**src/rtl/demux_1_2_32bits.sv**
```systemverilog
// demux_1_2_32bits: 1-to-2 stream demultiplexer with one FIFO per lane.
// Each accepted word is steered by Sel into lane A (Sel=0) or lane B (Sel=1).
// Each lane drains through its own valid/ready handshake.
//
// Optional build macro DEMUX_1_2_PARITY_EN:
//   - adds the A_Par and B_Par outputs;
//   - stores the even parity (XOR-reduction) of each word next to the word.

// One lane FIFO: DEPTH entries, with a registered occupancy counter.
// The output is the head entry, gated to zero while the lane is empty.
module demux_1_2_lane #(
    parameter int WIDTH = 32,
    parameter int DEPTH = 4,
    parameter int LVL_W = 3
) (
    input  logic             clk,
    input  logic             rst_n,
    input  logic             flush_i,
    input  logic             push_i,
    input  logic [WIDTH-1:0] data_i,
`ifdef DEMUX_1_2_PARITY_EN
    input  logic             par_i,
    output logic             par_o,
`endif
    input  logic             pop_i,
    output logic [WIDTH-1:0] out_o,
    output logic             valid_o,
    output logic [LVL_W-1:0] level_o,
    output logic             full_o
);

    localparam int PTR_W = $clog2(DEPTH);

    logic [WIDTH-1:0] mem_q [DEPTH];
`ifdef DEMUX_1_2_PARITY_EN
    logic             par_q [DEPTH];
`endif
    logic [PTR_W-1:0] wr_q;
    logic [PTR_W-1:0] wr_d;
    logic [PTR_W-1:0] rd_q;
    logic [PTR_W-1:0] rd_d;
    logic [LVL_W-1:0] lvl_q;
    logic [LVL_W-1:0] lvl_d;
    logic             push_s;
    logic             pop_s;
    logic             empty_s;

    assign empty_s = (lvl_q == {LVL_W{1'b0}});
    assign full_o  = (lvl_q == LVL_W'(DEPTH));
    assign valid_o = !empty_s;
    assign level_o = lvl_q;

    // Qualify the handshakes.
    // A flush discards both the push and the pop of that cycle.
    always_comb begin
        push_s = 1'b0;
        pop_s  = 1'b0;
        if (flush_i) begin
            push_s = 1'b0;
            pop_s  = 1'b0;
        end else begin
            push_s = push_i && !full_o;
            pop_s  = pop_i && !empty_s;
        end
    end

    // Next-state pointers and level.
    // Pointers wrap naturally at PTR_W bits.
    always_comb begin
        wr_d  = wr_q;
        rd_d  = rd_q;
        lvl_d = lvl_q;
        if (flush_i) begin
            wr_d  = {PTR_W{1'b0}};
            rd_d  = {PTR_W{1'b0}};
            lvl_d = {LVL_W{1'b0}};
        end else begin
            if (push_s) begin
                wr_d = wr_q + PTR_W'(1);
            end else begin
                wr_d = wr_q;
            end
            if (pop_s) begin
                rd_d = rd_q + PTR_W'(1);
            end else begin
                rd_d = rd_q;
            end
            case ({push_s, pop_s})
                2'b10:   lvl_d = lvl_q + LVL_W'(1);
                2'b01:   lvl_d = lvl_q - LVL_W'(1);
                default: lvl_d = lvl_q;
            endcase
        end
    end

    // Pointer and level registers.
    always_ff @(posedge clk or negedge rst_n) begin
        if (!rst_n) begin
            wr_q  <= {PTR_W{1'b0}};
            rd_q  <= {PTR_W{1'b0}};
            lvl_q <= {LVL_W{1'b0}};
        end else begin
            wr_q  <= wr_d;
            rd_q  <= rd_d;
            lvl_q <= lvl_d;
        end
    end

    // Entry storage.
    // It is written at the tail on an accepted push.
    always_ff @(posedge clk or negedge rst_n) begin
        if (!rst_n) begin
            for (int i = 0; i < DEPTH; i++) begin
                mem_q[i] <= {WIDTH{1'b0}};
`ifdef DEMUX_1_2_PARITY_EN
                par_q[i] <= 1'b0;
`endif
            end
        end else if (push_s) begin
            mem_q[wr_q] <= data_i;
`ifdef DEMUX_1_2_PARITY_EN
            par_q[wr_q] <= par_i;
`endif
        end
    end

    // Present the head entry.
    // It is forced to zero while the lane is empty.
    always_comb begin
        out_o = {WIDTH{1'b0}};
`ifdef DEMUX_1_2_PARITY_EN
        par_o = 1'b0;
`endif
        if (!empty_s) begin
            out_o = mem_q[rd_q];
`ifdef DEMUX_1_2_PARITY_EN
            par_o = par_q[rd_q];
`endif
        end else begin
            out_o = {WIDTH{1'b0}};
`ifdef DEMUX_1_2_PARITY_EN
            par_o = 1'b0;
`endif
        end
    end

endmodule

// Top level: lane steering plus the shared In_Ready.
module demux_1_2_32bits #(
    parameter int WIDTH = 32,
    parameter int DEPTH = 4,
    parameter int LVL_W = 3
) (
    input  logic             clk,
    input  logic             rst_n,
    input  logic             Flush,
    input  logic [WIDTH-1:0] In,
    input  logic             Sel,
    input  logic             In_Valid,
    output logic             In_Ready,
    output logic [WIDTH-1:0] A_Out,
    output logic             A_Valid,
    input  logic             A_Ready,
    output logic [LVL_W-1:0] A_Level,
    output logic [WIDTH-1:0] B_Out,
    output logic             B_Valid,
    input  logic             B_Ready,
    output logic [LVL_W-1:0] B_Level
`ifdef DEMUX_1_2_PARITY_EN
    ,
    output logic             A_Par,
    output logic             B_Par
`endif
);

`ifdef DEMUX_1_2_PARITY_EN
    // Even parity of a data word (XOR-reduction).
    function automatic logic even_par(input logic [WIDTH-1:0] d);
        return ^d;
    endfunction

    logic in_par_s;
    assign in_par_s = even_par(In);
`endif

    logic a_full_s;
    logic b_full_s;
    logic a_push_s;
    logic b_push_s;

    // In_Ready follows only the selected lane's full flag and Flush.
    // A pop in the same cycle does not open a full lane.
    always_comb begin
        In_Ready = 1'b0;
        if (Flush) begin
            In_Ready = 1'b0;
        end else if (Sel) begin
            In_Ready = !b_full_s;
        end else begin
            In_Ready = !a_full_s;
        end
    end

    assign a_push_s = In_Valid && In_Ready && !Sel;
    assign b_push_s = In_Valid && In_Ready && Sel;

    demux_1_2_lane #(.WIDTH(WIDTH), .DEPTH(DEPTH), .LVL_W(LVL_W)) u_lane_a (
        .clk     (clk),
        .rst_n   (rst_n),
        .flush_i (Flush),
        .push_i  (a_push_s),
        .data_i  (In),
`ifdef DEMUX_1_2_PARITY_EN
        .par_i   (in_par_s),
        .par_o   (A_Par),
`endif
        .pop_i   (A_Ready),
        .out_o   (A_Out),
        .valid_o (A_Valid),
        .level_o (A_Level),
        .full_o  (a_full_s)
    );

    demux_1_2_lane #(.WIDTH(WIDTH), .DEPTH(DEPTH), .LVL_W(LVL_W)) u_lane_b (
        .clk     (clk),
        .rst_n   (rst_n),
        .flush_i (Flush),
        .push_i  (b_push_s),
        .data_i  (In),
`ifdef DEMUX_1_2_PARITY_EN
        .par_i   (in_par_s),
        .par_o   (B_Par),
`endif
        .pop_i   (B_Ready),
        .out_o   (B_Out),
        .valid_o (B_Valid),
        .level_o (B_Level),
        .full_o  (b_full_s)
    );

endmodule

```
**config.mk**
```make
export PLATFORM = sky130hd
export DESIGN_NAME = demux_1_2_32bits
export DESIGN_NICKNAME = d
export VERILOG_FILES = /design/src/rtl/demux_1_2_32bits.sv
export SDC_FILE = /design/constraint.sdc
export NUM_CORES = 1
export LEC_CHECK = 0
export BUFFER_PORTS_ARGS = -buffer_cell sky130_fd_sc_hd__buf_2
export CAP_MARGIN = 20
export CORE_MARGIN = 4
export CORE_UTILIZATION = 64
export DETAILED_ROUTE_END_ITERATION = 10
export HOLD_SLACK_MARGIN = 0.12
export PLACE_DENSITY = 0.85
export SLEW_MARGIN = 25
export SYNTH_ARGS = -nofsm -noshare
export SYNTH_HDL_FRONTEND = slang
export SYNTH_SLANG_ARGS = --single-unit
export TNS_END_PERCENT = 10
```
**constraint.sdc**
```tcl
create_clock -name clk -period 4.17 [get_ports clk]
set_input_delay 0.834 -clock clk [delete_from_list [all_inputs] [get_ports clk]]
set_output_delay 0.834 -clock clk [all_outputs]
set_load 0.01 [all_outputs]
```
== Yosys cells after proc, flatten, opt, wreduce, memory -nomap -nowiden ==
Cells that the tools add are included.

* Register bits: 270
* Word-level logic and storage cells: 92

* Add/sub/neg operators: 8
* Order comparisons: 6
* Equal/unequal tests: 6
* Multiplexer cells: 32
* Bitwise gates (word level): 4
* Reductions and logical operators: 22

{| class="wikitable"
|+ Operators with widths
! cell !! count
|-
| 128-bit bitwise mux || 2
|-
| 32-bit 2-to-1 mux || 8
|-
| 32-bit binary-select mux with 2-bit select || 2
|-
| 32-bit demux with 2-bit select || 2
|-
| 2-bit 2-to-1 mux || 8
|-
| 3-bit greater-or-equal comparator (second input constant) || 4
|-
| 2-bit NOT with 3-bit output || 4
|-
| 3-bit one-hot mux with 2 select lines || 2
|-
| 1-bit logical AND || 9
|-
| 2-bit by 1-bit adder with 2-bit output (second input constant) || 4
|-
| 2-bit nonzero test || 4
|-
| 3-bit by 1-bit adder with 3-bit output (second input constant) || 2
|-
| 3-bit equality test (second input constant) || 2
|-
| 3-bit zero test || 2
|-
| 3-bit by 1-bit less-than comparator with 1-bit output (second input constant) || 2
|-
| 1-bit 2-to-1 mux || 6
|-
| 3-bit 2-to-1 mux || 2
|-
| 3-bit nonzero test || 2
|-
| 3-bit by 1-bit subtractor with 3-bit output (second input constant) || 2
|-
| 1-bit zero test || 5
|-
| 2-bit by 1-bit equality test with 1-bit output (second input constant) || 2
|-
| 2-bit equality test (second input constant) || 2
|}

== Depth between registers and ports, before layout ==
Gate-level depths: netlist of run 1.

* Depth in word-level cells: 11
* Mapped depth: 8

== Modules after synthesis ==
From an unflattened synthesis of run 1, not the netlist that was laid out.

* Cells, all modules: 827
* Area total of the unflattened synthesis: 14063.5 µm²

{| class="wikitable"
|+ By module, submodules not included
! module !! times used !! cells an instance !! area each (µm²) !! seq. area each (µm²)
|-
| demux_1_2_lane || 2 || 411 || 7009.2 || 3378.2
|-
| demux_1_2_32bits || 1 || 5 || 45.0 || 0.0
|}

== Worst setup path after synthesis of run 1 ==
Ideal clock, no wire load.

* Path kind: input port to flip-flop
* Start: input port Flush
* End: register u_lane_a.lvl_q[2] (netlist: u_lane_a.level_o[2])
* Library setup time: 0.125 ns
* Data arrival time: 2.448 ns
* Required time: 4.045 ns
* Setup slack: 1.597 ns
* Stages on the path: 7
* Buffers on the path: 2
* Cells stage by stage: clkbuf_1 clkbuf_1 nor3_1 fa_1 nand3b_1 a2bb2oi_1 mux2_4

* Cells in the longest elaborated chain, start to end: 8
* Elaborated cells between the ends (all ways): 11

{| class="wikitable"
|+ Ends and longest elaborated chain
! element !! line !! RTL
|-
| from (decl) || 157 || <nowiki>input logic Flush,</nowiki>
|-
| 1-bit 2-to-1 mux || 196 || <nowiki>if (Flush) begin</nowiki>
|-
| 1-bit logical AND (2 in a row) || 205 || <nowiki>assign a_push_s = In_Valid && In_Ready && !Sel;</nowiki>
|-
| 1-bit logical AND || 62 || <nowiki>push_s = push_i && !full_o;</nowiki>
|-
| 1-bit 2-to-1 mux || 58 || <nowiki>if (flush_i) begin</nowiki>
|-
| 2-bit by 1-bit equality test with 1-bit output or 2-bit equality test (tied branches) || 88 || <nowiki>case ({push_s, pop_s})</nowiki>
|-
| 3-bit one-hot mux with 2 select lines || 88 ||
|-
| 3-bit 2-to-1 mux || 73 || <nowiki>if (flush_i) begin</nowiki>
|-
| to (signal assigned) || 101 || <nowiki>lvl_q <= {LVL_W{1'b0}};</nowiki>
|-
| to (signal assigned) || 105 || <nowiki>lvl_q <= lvl_d;</nowiki>
|-
| to (decl) || 42 || <nowiki>logic [LVL_W-1:0] lvl_q;</nowiki>
|}

Parallel ways exist; a longest one is shown, timed or not.
A chain may end at the register's enable or synchronous reset.

== Worst setup path in the final report of run 1 ==
* Start: register u_lane_a.lvl_q[0] (netlist: u_lane_a.level_o[0])
* End: output port A_Out[23]

* Cells in the longest elaborated chain, start to end: 2

{| class="wikitable"
|+ Ends and longest elaborated chain
! element !! line !! RTL
|-
| 3-bit zero test || 48 || <nowiki>assign empty_s = (lvl_q == {LVL_W{1'b0}});</nowiki>
|-
| 32-bit 2-to-1 mux || 134 || <nowiki>if (!empty_s) begin</nowiki>
|-
| to (decl) || 162 || <nowiki>output logic [WIDTH-1:0] A_Out,</nowiki>
|}

Every way passes these cells.

==> reports/results.tsv, run 1 <==
stage	metric	value	unit
global_route	initial antenna violation count	1	
power_and_ir_drop	pwr/cell area	653	mW/mm²
finish	Core Util, Final	0.728	
clock_network	clk root buf	clkbuf_16	
detailed_routing	initial drt markers	407	
setup_path	slowest stage delay, CP	610	ps
yosys	Post-synth EDFFs	0	
power_and_ir_drop	maximum vdd drop	0.532	mV
yosys	fraction of registers with async set/reset	1.00	
yosys	synth top area cells	dfrtp_1, mux2_2, mux4_2	
finish	Nets	938	
run	Max-Cap Viols	0	
clock_network	CTS Buffer Depth	3	
yosys	share of Yosys cell area claimed by the top area cell type	0.534	
placement	Placer Congestion	0.837	
clock_network	CTS H-tree depth	1	
sta	period utilization	0.794	
setup_path	crit path DAT	2480	ps
setup_path	worst reg2reg path startpoint	u_lane_a.level_o[0]$_DFFE_PN0P_	
setup_path	flop2flop setup slack	1250	ps
sta	worst setup margin	860	ps
setup_path	crit-path max FO	22	
setup_path	WP data required	3340	ps
sta	Final Hold Slack	277	ps
setup_path	reg2reg end	u_lane_a.level_o[2]$_DFFE_PN0P_	
clock_network	number of hold buffers added after CTS	0	
finish	multi-input logic area	0.00550	mm²
finish	share of cells above drive strength 1	0.548	
floorplan	starting density of the core	0.650	
finish	most frequent cells in the layout	dfrtp_1, mux2_2, buf_2, and2_1, mux4_2	
finish	fin area	0.0142	mm²
yosys	sequential fraction of the synthesis area	0.534	
detailed_routing	WL per Instance	23.5	µm
placement	Placed Cells incl. Taps	1124	
detailed_routing	DRT Pass-1 Iters	4	
clock_network	CTS buffer count	28	
yosys	Top FF cell, synth	dfrtp_1	
power_and_ir_drop	Tot Pwr	9.25	mW
detailed_routing	DRC viols	0	
yosys	Post-Synthesis Cells	793	
placement	Post-Place Cell Area	0.0133	mm²
floorplan	die area	0.0221	mm²
setup_path	Worst R2R Path Depth	8	
clock_network	Post-CTS Setup Bufs	0	
global_route	first-pass GRT wire length	44.9	mm
yosys	Syn Nets	842	
setup_path	Crit. End Element	output port	
detailed_routing	post-route ant nets	0	
sta	Final Skew	13.6	ps
floorplan	Chip Width	149	µm
clock_network	CTS resizes	0	
setup_path	startpoint types	register	
sta	unrepaired setup endpoints after global routing	no	
min_path	min-delay worst type	in -> async	
finish	most common cell after layout, fill and taps aside	dfrtp_1	
floorplan	Core Area	0.0195	mm²
floorplan	Core Rows	51	
sta	Worst Max-Slew Pin Slew	1030	ps
power_and_ir_drop	Leakage	6.82	nW
detailed_routing	vias	7202	
clock_network	CTS tree	yes	
floorplan	chip height	149	µm
clock_network	CTS clk-pin slew, worst paths	60	ps
sta	Final Hold Viols	0	
finish	fillers	1223	
yosys	YS warnings	0	
placement	DP HPWL	16.7	mm
clock_network	clk sinks	270	
setup_path	CP max-delay cell	or3_1	
placement	worst slack, placed	1180	ps
finish	sequential cell area	0.00676	mm²
outcome	outcome	complete, no violations	
floorplan	number of I/O pins	112	
yosys	count of cell types in the netlist	39	
global_route	largest net degree at the start of global routing	103	
global_route	total global-route track usage	0.258	
placement	Port-buffer cells	111	
sta	fin. max-slew vios	0	
global_route	total grt overflow	0	
sta	max frequency	302	MHz
sta	final setup vio count	0	
yosys	FF+latch count, synth	270	
yosys	syn_area_per_cell	15.9	µm²
clock_network	worst skew pair latency	540	ps
setup_path	crit path cell chain	or3_1 > buf_4 > and2_1 > buf_2	
sta	fin crit period	3310	ps
finish	Layout area overhead	12.0	%
detailed_routing	DRT Wirelength	27.6	mm
sta	post-route setup TNS	0	ps
yosys	dominant cell type by area after synthesis	dfrtp_1	
global_route	vias in the first global route	8193	
finish	non-filler cells, final	1176	
yosys	Post-Syn Area	0.0126	mm²
detailed_routing	Vias/cell	6.12	
sta	Slew Limit Headroom	0.310	
setup_path	crit path kind	reg -> out	
-- worst max-delay path by stage --
| stage | cells after the start | slack [ps] | endpoint | start |
|---|---|---|---|---|
| 2_1_floorplan | 7 | 1600 | u_lane_a.level_o[2]$_DFFE_PN0P_ | Flush |
| 3_3_place_gp | 6 | 1280 | u_lane_a.mem_q[127]$_DFFE_PN0P_ | Flush |
| 3_5_place_dp | 6 | 1180 | u_lane_a.mem_q[81]$_DFFE_PN0P_ | Flush |
| 4_1_cts | 4 | 810 | B_Out[12] | u_lane_b.rd_q[0]$_DFFE_PN0P_ |
| 5_1_grt | 4 | 720 | B_Out[7] | u_lane_b.rd_q[0]$_DFFE_PN0P_ |
| 6_report | 4 | 860 | A_Out[23] | u_lane_a.level_o[0]$_DFFE_PN0P_ |
-- power by group --
part	switching (mW)	leakage [nW]	total, mW	internal (mW)
Combinational	1.29	2.89	2.99	1.70
Sequential	0.508	3.50	3.89	3.38
Clock	1.01	0.436	2.37	1.36
Total	2.81	6.82	9.25	6.44
-- synthesized netlist by cell type, types with 3 or more instances --
| cell | instances |
|---|---|
| nor2_1 | 12 |
| mux4_2 | 64 |
| nand2_1 | 7 |
| mux2_2 | 222 |
| mux2_1 | 7 |
| nor3_1 | 3 |
| o31ai_1 | 3 |
| o21ai_0 | 3 |
| buf_2 | 14 |
| nand2_4 | 4 |
| nand2_2 | 3 |
| clkbuf_1 | 17 |
| dfrtp_1 | 270 |
| xnor2_1 | 4 |
| xor2_1 | 5 |
| ha_1 | 8 |
| mux2_4 | 31 |
| inv_1 | 5 |
| nor2b_1 | 3 |
| and2_1 | 65 |
| buf_6 | 21 |
-- flip-flops by register name, summed over array words and instances (netlist names) --
signal            flops
u_lane_a.mem_q      128
u_lane_b.mem_q      128
u_lane_a.level_o      3
u_lane_b.level_o      3
u_lane_a.rd_q         2
u_lane_a.wr_q         2
u_lane_b.rd_q         2
u_lane_b.wr_q         2
-- layer usage --
layer / track usage / vias up / routed length (µm)
met5: 0 / - / 7
met4: 0.0637 / 2 / 550
met3: 0.0360 / 47 / 1180
met2: 0.459 / 189 / 14600
met1: 0.339 / 3886 / 11300
li1: - / 3078 / -
-- logic make-up after synthesis --
| logic type | count (synthesis) | synth area share |
|---|---|---|
| compound gates | 14 | 0.0101 |
| flops | 270 | 0.534 |
| mux | 325 | 0.356 |
| fa+ha+maj | 10 | 0.0111 |
| buf+inv | 57 | 0.0308 |
| xor+xnor | 9 | 0.00623 |
| simple gates | 108 | 0.0519 |
-- critical path: cells and delay by family, from the launching register on --
family                 cells  cell delay [ps]
buffers and inverters      2              580
flip-flops                 1              460
AND/OR/NAND/NOR            2              890
-- cell type report --
cell class                      instances  area share
Antenna cell                            1    0.000177
Clock buffer                           40      0.0576
Clock inverter                         11     0.00521
Inverter                                5     0.00133
Multi-Input combinational cell        466       0.389
Sequential cell                       270       0.477
Tap cell                              265      0.0234
Timing Repair Buffer                  118      0.0463
Note: power is estimated with default switching activity, not from simulation.
==> inputs of run 2 (changes only) <==
--- a/config.mk
+++ b/config.mk
@@ -5,13 +5,14 @@
 export SDC_FILE = /design/constraint.sdc
 export NUM_CORES = 1
 export LEC_CHECK = 0
+export ABC_AREA = 1
 export BUFFER_PORTS_ARGS = -buffer_cell sky130_fd_sc_hd__buf_2
 export CAP_MARGIN = 20
 export CORE_MARGIN = 4
-export CORE_UTILIZATION = 64
+export CORE_UTILIZATION = 59
 export DETAILED_ROUTE_END_ITERATION = 10
 export HOLD_SLACK_MARGIN = 0.12
-export PLACE_DENSITY = 0.85
+export PLACE_DENSITY = 0.79
 export SLEW_MARGIN = 25
 export SYNTH_ARGS = -nofsm -noshare
 export SYNTH_HDL_FRONTEND = slang
==> constraint.sdc (replaced) <==
create_clock -name clk -period 3.2 [get_ports clk]
set_input_delay 0.64 -clock clk [delete_from_list [all_inputs] [get_ports clk]]
set_output_delay 0.64 -clock clk [all_outputs]
set_load 0.01 [all_outputs]
==> reports/results.tsv, run 2 <==
stage	metric	value	unit	change
yosys	Post-Syn Area	0.0122	mm²	-3.7%
setup_path	CP Buf/Inv Count	3		+1
setup_path	Worst R2R Path Depth	11		+3
floorplan	Core Rows	52		+2.0%
setup_path	crit path DAT	2190	ps	-290 ps
clock_network	clk sinks	270		unchanged
finish	most common cell after layout, fill and taps aside	dfrtp_1		
yosys	Top FF cell, synth	dfrtp_1		
setup_path	WP data required	2560	ps	-780 ps
yosys	dominant cell type by area after synthesis	dfrtp_1		
setup_path	worst reg2reg path startpoint	u_lane_a.level_o[0]$_DFFE_PN0P_		
clock_network	CTS Buffer Depth	3		unchanged
yosys	synth top area cells	dfrtp_1, a21oi_1, o21ai_0		
clock_network	CTS H-tree depth	1		unchanged
placement	DP HPWL	18.5	mm	+11%
setup_path	CP max-delay cell	inv_2		
yosys	Post-synth EDFFs	0		unchanged
global_route	largest net degree at the start of global routing	83		-19%
detailed_routing	WL per Instance	17.4	µm	-26%
detailed_routing	DRT Wirelength	32.0	mm	+16%
finish	diode count	0		-1
yosys	syn_area_per_cell	8.27	µm²	-48%
power_and_ir_drop	maximum vdd drop	0.766	mV	+44%
power_and_ir_drop	Tot Pwr	12.2	mW	+32%
floorplan	Chip Width	152	µm	+2.1%
detailed_routing	DRC viols	0		unchanged
detailed_routing	vias	10446		+45%
setup_path	startpoint types	register		
clock_network	CTS clk-pin slew, worst paths	60	ps	about the same
yosys	share of Yosys cell area claimed by the top area cell type	0.555		+0.0205
global_route	initial antenna violation count	1		unchanged
sta	worst setup margin	365	ps	-495 ps
setup_path	reg2reg end	u_lane_a.level_o[2]$_DFFE_PN0P_		
detailed_routing	post-route ant nets	0		unchanged
clock_network	number of hold buffers added after CTS	0		unchanged
power_and_ir_drop	pwr/cell area	875	mW/mm²	+34%
setup_path	slowest stage delay, CP	460	ps	-150 ps
detailed_routing	initial drt markers	896		+120%
global_route	vias in the first global route	10182		+24%
global_route	first-pass GRT wire length	52.3	mm	+16%
floorplan	die area	0.0230	mm²	+4.2%
finish	share of cells above drive strength 1	0.131		-0.417
yosys	Post-Synthesis Cells	1472		+86%
finish	most frequent cells in the layout	dfrtp_1, nand2_1, nor2_1, a21oi_1, o21ai_0		
sta	period utilization	0.886		
sta	post-route setup TNS	0	ps	unchanged
clock_network	clk root buf	clkbuf_16		
setup_path	crit-path max FO	35		+59%
yosys	top cells by instance count after synthesis	dfrtp_1, nand2_1, nor2_1		
finish	biggest regs	u_lane_a.mem_q x128, u_lane_b.mem_q x128		
sta	Final Skew	12.9	ps	-0.758 ps
clock_network	Post-CTS Setup Bufs	0		unchanged
yosys	YS warnings	0		unchanged
floorplan	number of I/O pins	112		unchanged
placement	Placer Congestion	0.800		-4.4%
floorplan	Core Area	0.0203	mm²	+4.3%
sta	final setup vio count	0		unchanged
min_path	min-delay worst type	in -> async		
setup_path	flop2flop setup slack	1030	ps	-220 ps
floorplan	chip height	152	µm	+2.1%
floorplan	starting density of the core	0.600		-0.0498
clock_network	worst skew pair latency	540	ps	about the same
sta	Worst Max-Slew Pin Slew	781	ps	-250 ps
setup_path	Crit. End Element	output port		
detailed_routing	DRT Pass-1 Iters	7		+3
sta	unrepaired setup endpoints after global routing	no		
global_route	total global-route track usage	0.286		+0.0284
setup_path	delay-heaviest family, CP	buffers and inverters		
yosys	fraction of registers with async set/reset	1.00		unchanged
sta	Final Hold Viols	0		unchanged
power_and_ir_drop	Leakage	6.70	nW	-1.7%
global_route	total grt overflow	0		unchanged
yosys	sequential fraction of the synthesis area	0.555		+0.0205
sta	max frequency	353	MHz	
sta	Slew Limit Headroom	0.479		+0.169
yosys	Syn Nets	1521		+81%
clock_network	CTS tree	yes		
placement	worst slack, placed	660	ps	-524 ps
sta	fin crit period	2830	ps	
setup_path	crit path cell chain	inv_2 > buf_4 > o21ai_0 > a21oi_1 > buf_2		
yosys	FF+latch count, synth	270		unchanged
run	Max-Cap Viols	0		unchanged
clock_network	CTS resizes	0		unchanged
setup_path	crit path kind	reg -> out		
sta	fin. max-slew vios	0		unchanged
finish	Layout area overhead	14.9	%	
outcome	outcome	complete, no violations		
yosys	most frequent cell after synthesis	dfrtp_1		
yosys	count of cell types in the netlist	24		-38%
detailed_routing	Vias/cell	5.69		-7.1%
placement	Port-buffer cells	111		unchanged
finish	Nets	1593		+70%
clock_network	CTS buffer count	28		unchanged
## run 2: cells by family after synthesis
logic type      Yosys count  share of synthesized area
fa+ha+maj                10                     0.0115
compound gates          525                      0.216
simple gates            444                      0.144
xor+xnor                  3                    0.00216
flops                   270                      0.555
buf+inv                 220                     0.0717
## run 2: layout make-up
| cell class | instances | area, µm² |
|---|---|---|
| sequential | 270 | 6760 |
| fill | 1682 | 6310 |
| multi-input combinational | 982 | 4550 |
| timing repair buffer | 139 | 863 |
| clock buffer | 35 | 788 |
| inverter | 123 | 464 |
| tap | 270 | 338 |
| clock inverter | 17 | 229 |
## run 2: per-layer routing
layer / track usage / vias up / part of all wire
met2: 0.464 / 426 / 0.48
met5: 0 / - / 0.00041
met1: 0.396 / 4997 / 0.42
li1: - / 4962 / -
met3: 0.0473 / 59 / 0.074
met4: 0.102 / 2 / 0.024
## run 2: power breakdown
| part | leakage [nW] | total [mW] | internal, mW | switching, mW |
|---|---|---|---|---|
| logic | 2.84 | 3.65 | 1.31 | 2.33 |
| registers | 3.37 | 5.06 | 4.55 | 0.515 |
| clock network | 0.498 | 3.54 | 2.15 | 1.38 |
## run 2: metrics by stage
stage / utilization / hold WS [ps] / area, µm² / cells
after global placement: 0.639 / 465 / 13000 / 1784
after CTS: 0.689 / 123 / 14000 / 1836
final: 0.689 / 116 / 14000 / 1836
after floorplan: - / 344 / 12200 / 1472
after global routing: 0.689 / 154 / 14000 / 1836
after detailed placement: 0.639 / 473 / 13000 / 1784
## run 2: worst max path at each step
| stage | start | slack (ps) | depth (start not counted) | to |
|---|---|---|---|---|
| 2_1_floorplan | Sel | 1020 | 14 | u_lane_b.level_o[2]$_DFFE_PN0P_ |
| 3_3_place_gp | Flush | 740 | 11 | u_lane_a.level_o[2]$_DFFE_PN0P_ |
| 3_5_place_dp | Flush | 660 | 11 | u_lane_a.level_o[2]$_DFFE_PN0P_ |
| 4_1_cts | u_lane_a.rd_q[0]$_DFFE_PN0P_ | 340 | 4 | A_Out[31] |
| 5_1_grt | u_lane_a.rd_q[0]$_DFFE_PN0P_ | 220 | 4 | A_Out[31] |
| 6_report | u_lane_a.rd_q[0]$_DFFE_PN0P_ | 370 | 5 | A_Out[16] |
==> inputs of run 3 (changes only) <==
--- a/config.mk
+++ b/config.mk
@@ -5,14 +5,15 @@
 export SDC_FILE = /design/constraint.sdc
 export NUM_CORES = 1
 export LEC_CHECK = 0
-export ABC_AREA = 1
+export ABC_AREA = 0
 export BUFFER_PORTS_ARGS = -buffer_cell sky130_fd_sc_hd__buf_2
 export CAP_MARGIN = 20
 export CORE_MARGIN = 4
-export CORE_UTILIZATION = 59
+export CORE_UTILIZATION = 60
+export CTS_BUF_LIST = sky130_fd_sc_hd__clkbuf_16
 export DETAILED_ROUTE_END_ITERATION = 10
 export HOLD_SLACK_MARGIN = 0.12
-export PLACE_DENSITY = 0.79
+export PLACE_DENSITY = 0.8
 export SLEW_MARGIN = 25
 export SYNTH_ARGS = -nofsm -noshare
 export SYNTH_HDL_FRONTEND = slang
==> reports/results.tsv, run 3 (synthesized netlist as in run 1, its figures left out) <==
stage	metric	value	unit	change
outcome	outcome	complete, no violations		
placement	Port-buffer cells	111		unchanged
sta	fin. max-slew vios	0		unchanged
sta	Final Hold Viols	0		unchanged
clock_network	CTS tree	yes		
floorplan	starting density of the core	0.617		+0.0171
power_and_ir_drop	Clock power frac	0.252		-0.037
clock_network	CTS H-tree depth	1		unchanged
power_and_ir_drop	Tot Pwr	12.0	mW	-2.4%
setup_path	WP data required	2560	ps	about the same
power_and_ir_drop	total net switching power	3.61	mW	-15%
power_and_ir_drop	Reg power frac	0.416		+0.003
clock_network	CTS clk-pin slew, worst paths	60	ps	about the same
setup_path	crit path cell chain	buf_4 > mux4_2 > and2_1 > buf_2		
setup_path	CP max-delay cell	mux4_2		
placement	Placer Congestion	0.800		unchanged
clock_network	clk root buf	clkbuf_16		
setup_path	crit path DAT	2230	ps	+40 ps
finish	most frequent cells in the layout	dfrtp_1, mux2_2, buf_2, and2_1, mux4_2		
sta	Worst Max-Slew Pin Slew	735	ps	-46.2 ps
global_route	first-pass GRT wire length	44.3	mm	-15%
sta	Final Hold Slack	127	ps	+11.6 ps
placement	DP HPWL	17.3	mm	-6.5%
sta	fin crit period	2870	ps	+35.8 ps
power_and_ir_drop	pwr/cell area	839	mW/mm²	-4.2%
sta	worst setup margin	329	ps	-35.8 ps
sta	Slew Limit Headroom	0.510		+0.0308
setup_path	CP Buf/Inv Count	2		-1
global_route	vias in the first global route	8043		-21%
finish	fillers	1338		-20%
global_route	total global-route track usage	0.235		-0.0519
power_and_ir_drop	Leakage	6.90	nW	+2.9%
floorplan	Core Area	0.0205	mm²	+0.96%
finish	most common cell after layout, fill and taps aside	dfrtp_1		
global_route	initial antenna violation count	1		unchanged
detailed_routing	vias	7197		-31%
clock_network	CTS Buffer Depth	3		unchanged
power_and_ir_drop	Int Pwr	8.35	mW	+4.1%
setup_path	crit path kind	reg -> out		
sta	period utilization	0.897		+0.0112
power_and_ir_drop	maximum vdd drop	0.788	mV	+2.9%
clock_network	worst skew pair latency	540	ps	about the same
floorplan	Chip Width	153	µm	+0.99%
placement	worst slack, placed	567	ps	-93.0 ps
clock_network	CTS resizes	0		unchanged
global_route	total grt overflow	0		unchanged
clock_network	Post-CTS Setup Bufs	0		unchanged
detailed_routing	post-route ant nets	0		unchanged
sta	unrepaired setup endpoints after global routing	no		
clock_network	number of hold buffers added after CTS	0		unchanged
global_route	largest net degree at the start of global routing	97		+17%
finish	biggest regs	u_lane_a.mem_q x128, u_lane_b.mem_q x128		
detailed_routing	Vias/cell	6.03		+6.0%
detailed_routing	WL per Instance	22.9	µm	+31%
min_path	min-delay worst type	in -> async		
detailed_routing	DRT Pass-1 Iters	4		-3
finish	Nets	950		-40%
clock_network	clk sinks	270		unchanged
sta	final setup vio count	0		unchanged
floorplan	Core Rows	52		unchanged
run	Max-Cap Viols	0		unchanged
sta	post-route setup TNS	0	ps	unchanged
finish	share of cells above drive strength 1	0.543		+0.412
floorplan	die area	0.0235	mm²	+2.0%
setup_path	Crit. End Element	output port		
sta	max frequency	348	MHz	-1.2%
floorplan	chip height	153	µm	+0.99%
finish	Layout area overhead	12.7	%	
setup_path	delay-heaviest family, CP	multiplexers		
sta	Final Skew	19.0	ps	+6.07 ps
setup_path	crit-path max FO	21		-40%
detailed_routing	initial drt markers	306		-66%
power_and_ir_drop	Logic pwr share	0.331		+0.033
floorplan	number of I/O pins	112		unchanged
setup_path	slowest stage delay, CP	580	ps	+120 ps
finish	diode count	0		unchanged
setup_path	startpoint types	register		
power_and_ir_drop	Switching Fraction	0.302		-0.0438
detailed_routing	DRC viols	0		unchanged
detailed_routing	DRT Wirelength	27.3	mm	-15%
clock_network	CTS buffer count	28		unchanged
## run 3: power by group through the flow
stage | sequential, mW | combinational, mW | clock [mW]
after floorplan | 4.79 | 2.85 | 0
after global placement | 4.90 | 3.89 | 0
after detailed placement | 5.01 | 4.01 | 0
after CTS | 4.96 | 4.03 | 3.06
after global routing | 5.07 | 4.29 | 3.21
final | 4.98 | 3.96 | 3.02
## run 3: area by class of cell
type	count	area, µm²	area share
sequential	270	6760	0.474
multi-input combinational	466	5500	0.386
timing repair buffer	130	783	0.0549
clock buffer	29	726	0.0509
tap	270	338	0.0237
clock inverter	23	126	0.00886
inverter	5	18.8	0.00132
## run 3: worst paths after layout
check / start / endpoint / slack [ps] / cells past startpoint
worst max-delay path: u_lane_b.rd_q[0]$_DFFE_PN0P_ / B_Out[28] / 330 / 4
worst min-delay path: rst_n / u_lane_b.mem_q[4]$_DFFE_PN0P_ / 130 / 1
worst max register to register: u_lane_b.level_o[2]$_DFFE_PN0P_ / u_lane_b.level_o[2]$_DFFE_PN0P_ / 740 / 6
worst min register to register: u_lane_a.mem_q[96]$_DFFE_PN0P_ / u_lane_a.mem_q[96]$_DFFE_PN0P_ / 500 / 1
max in group asynchronous: rst_n / u_lane_a.rd_q[0]$_DFFE_PN0P_ / 2170 / 2
min in group clk: In[14] / u_lane_b.mem_q[110]$_DFFE_PN0P_ / 440 / 2
## run 3: stage by stage
stage | area (µm²) | std cells | util
2_1_floorplan | 12600 | 793 | -
3_3_place_gp | 13400 | 1141 | 0.654
3_5_place_dp | 13400 | 1141 | 0.654
4_1_cts | 14300 | 1193 | 0.696
5_1_grt | 14300 | 1193 | 0.696
6_report | 14300 | 1193 | 0.696
## run 3: per-layer routing
metal  vias to the layer above  global-route usage  wire, µm
met5                         -                   0         8
met4                         2              0.0462       444
met2                       180               0.408     14100
li1                       3121                   -         -
met1                      3859               0.319     11300
met3                        35              0.0370      1390
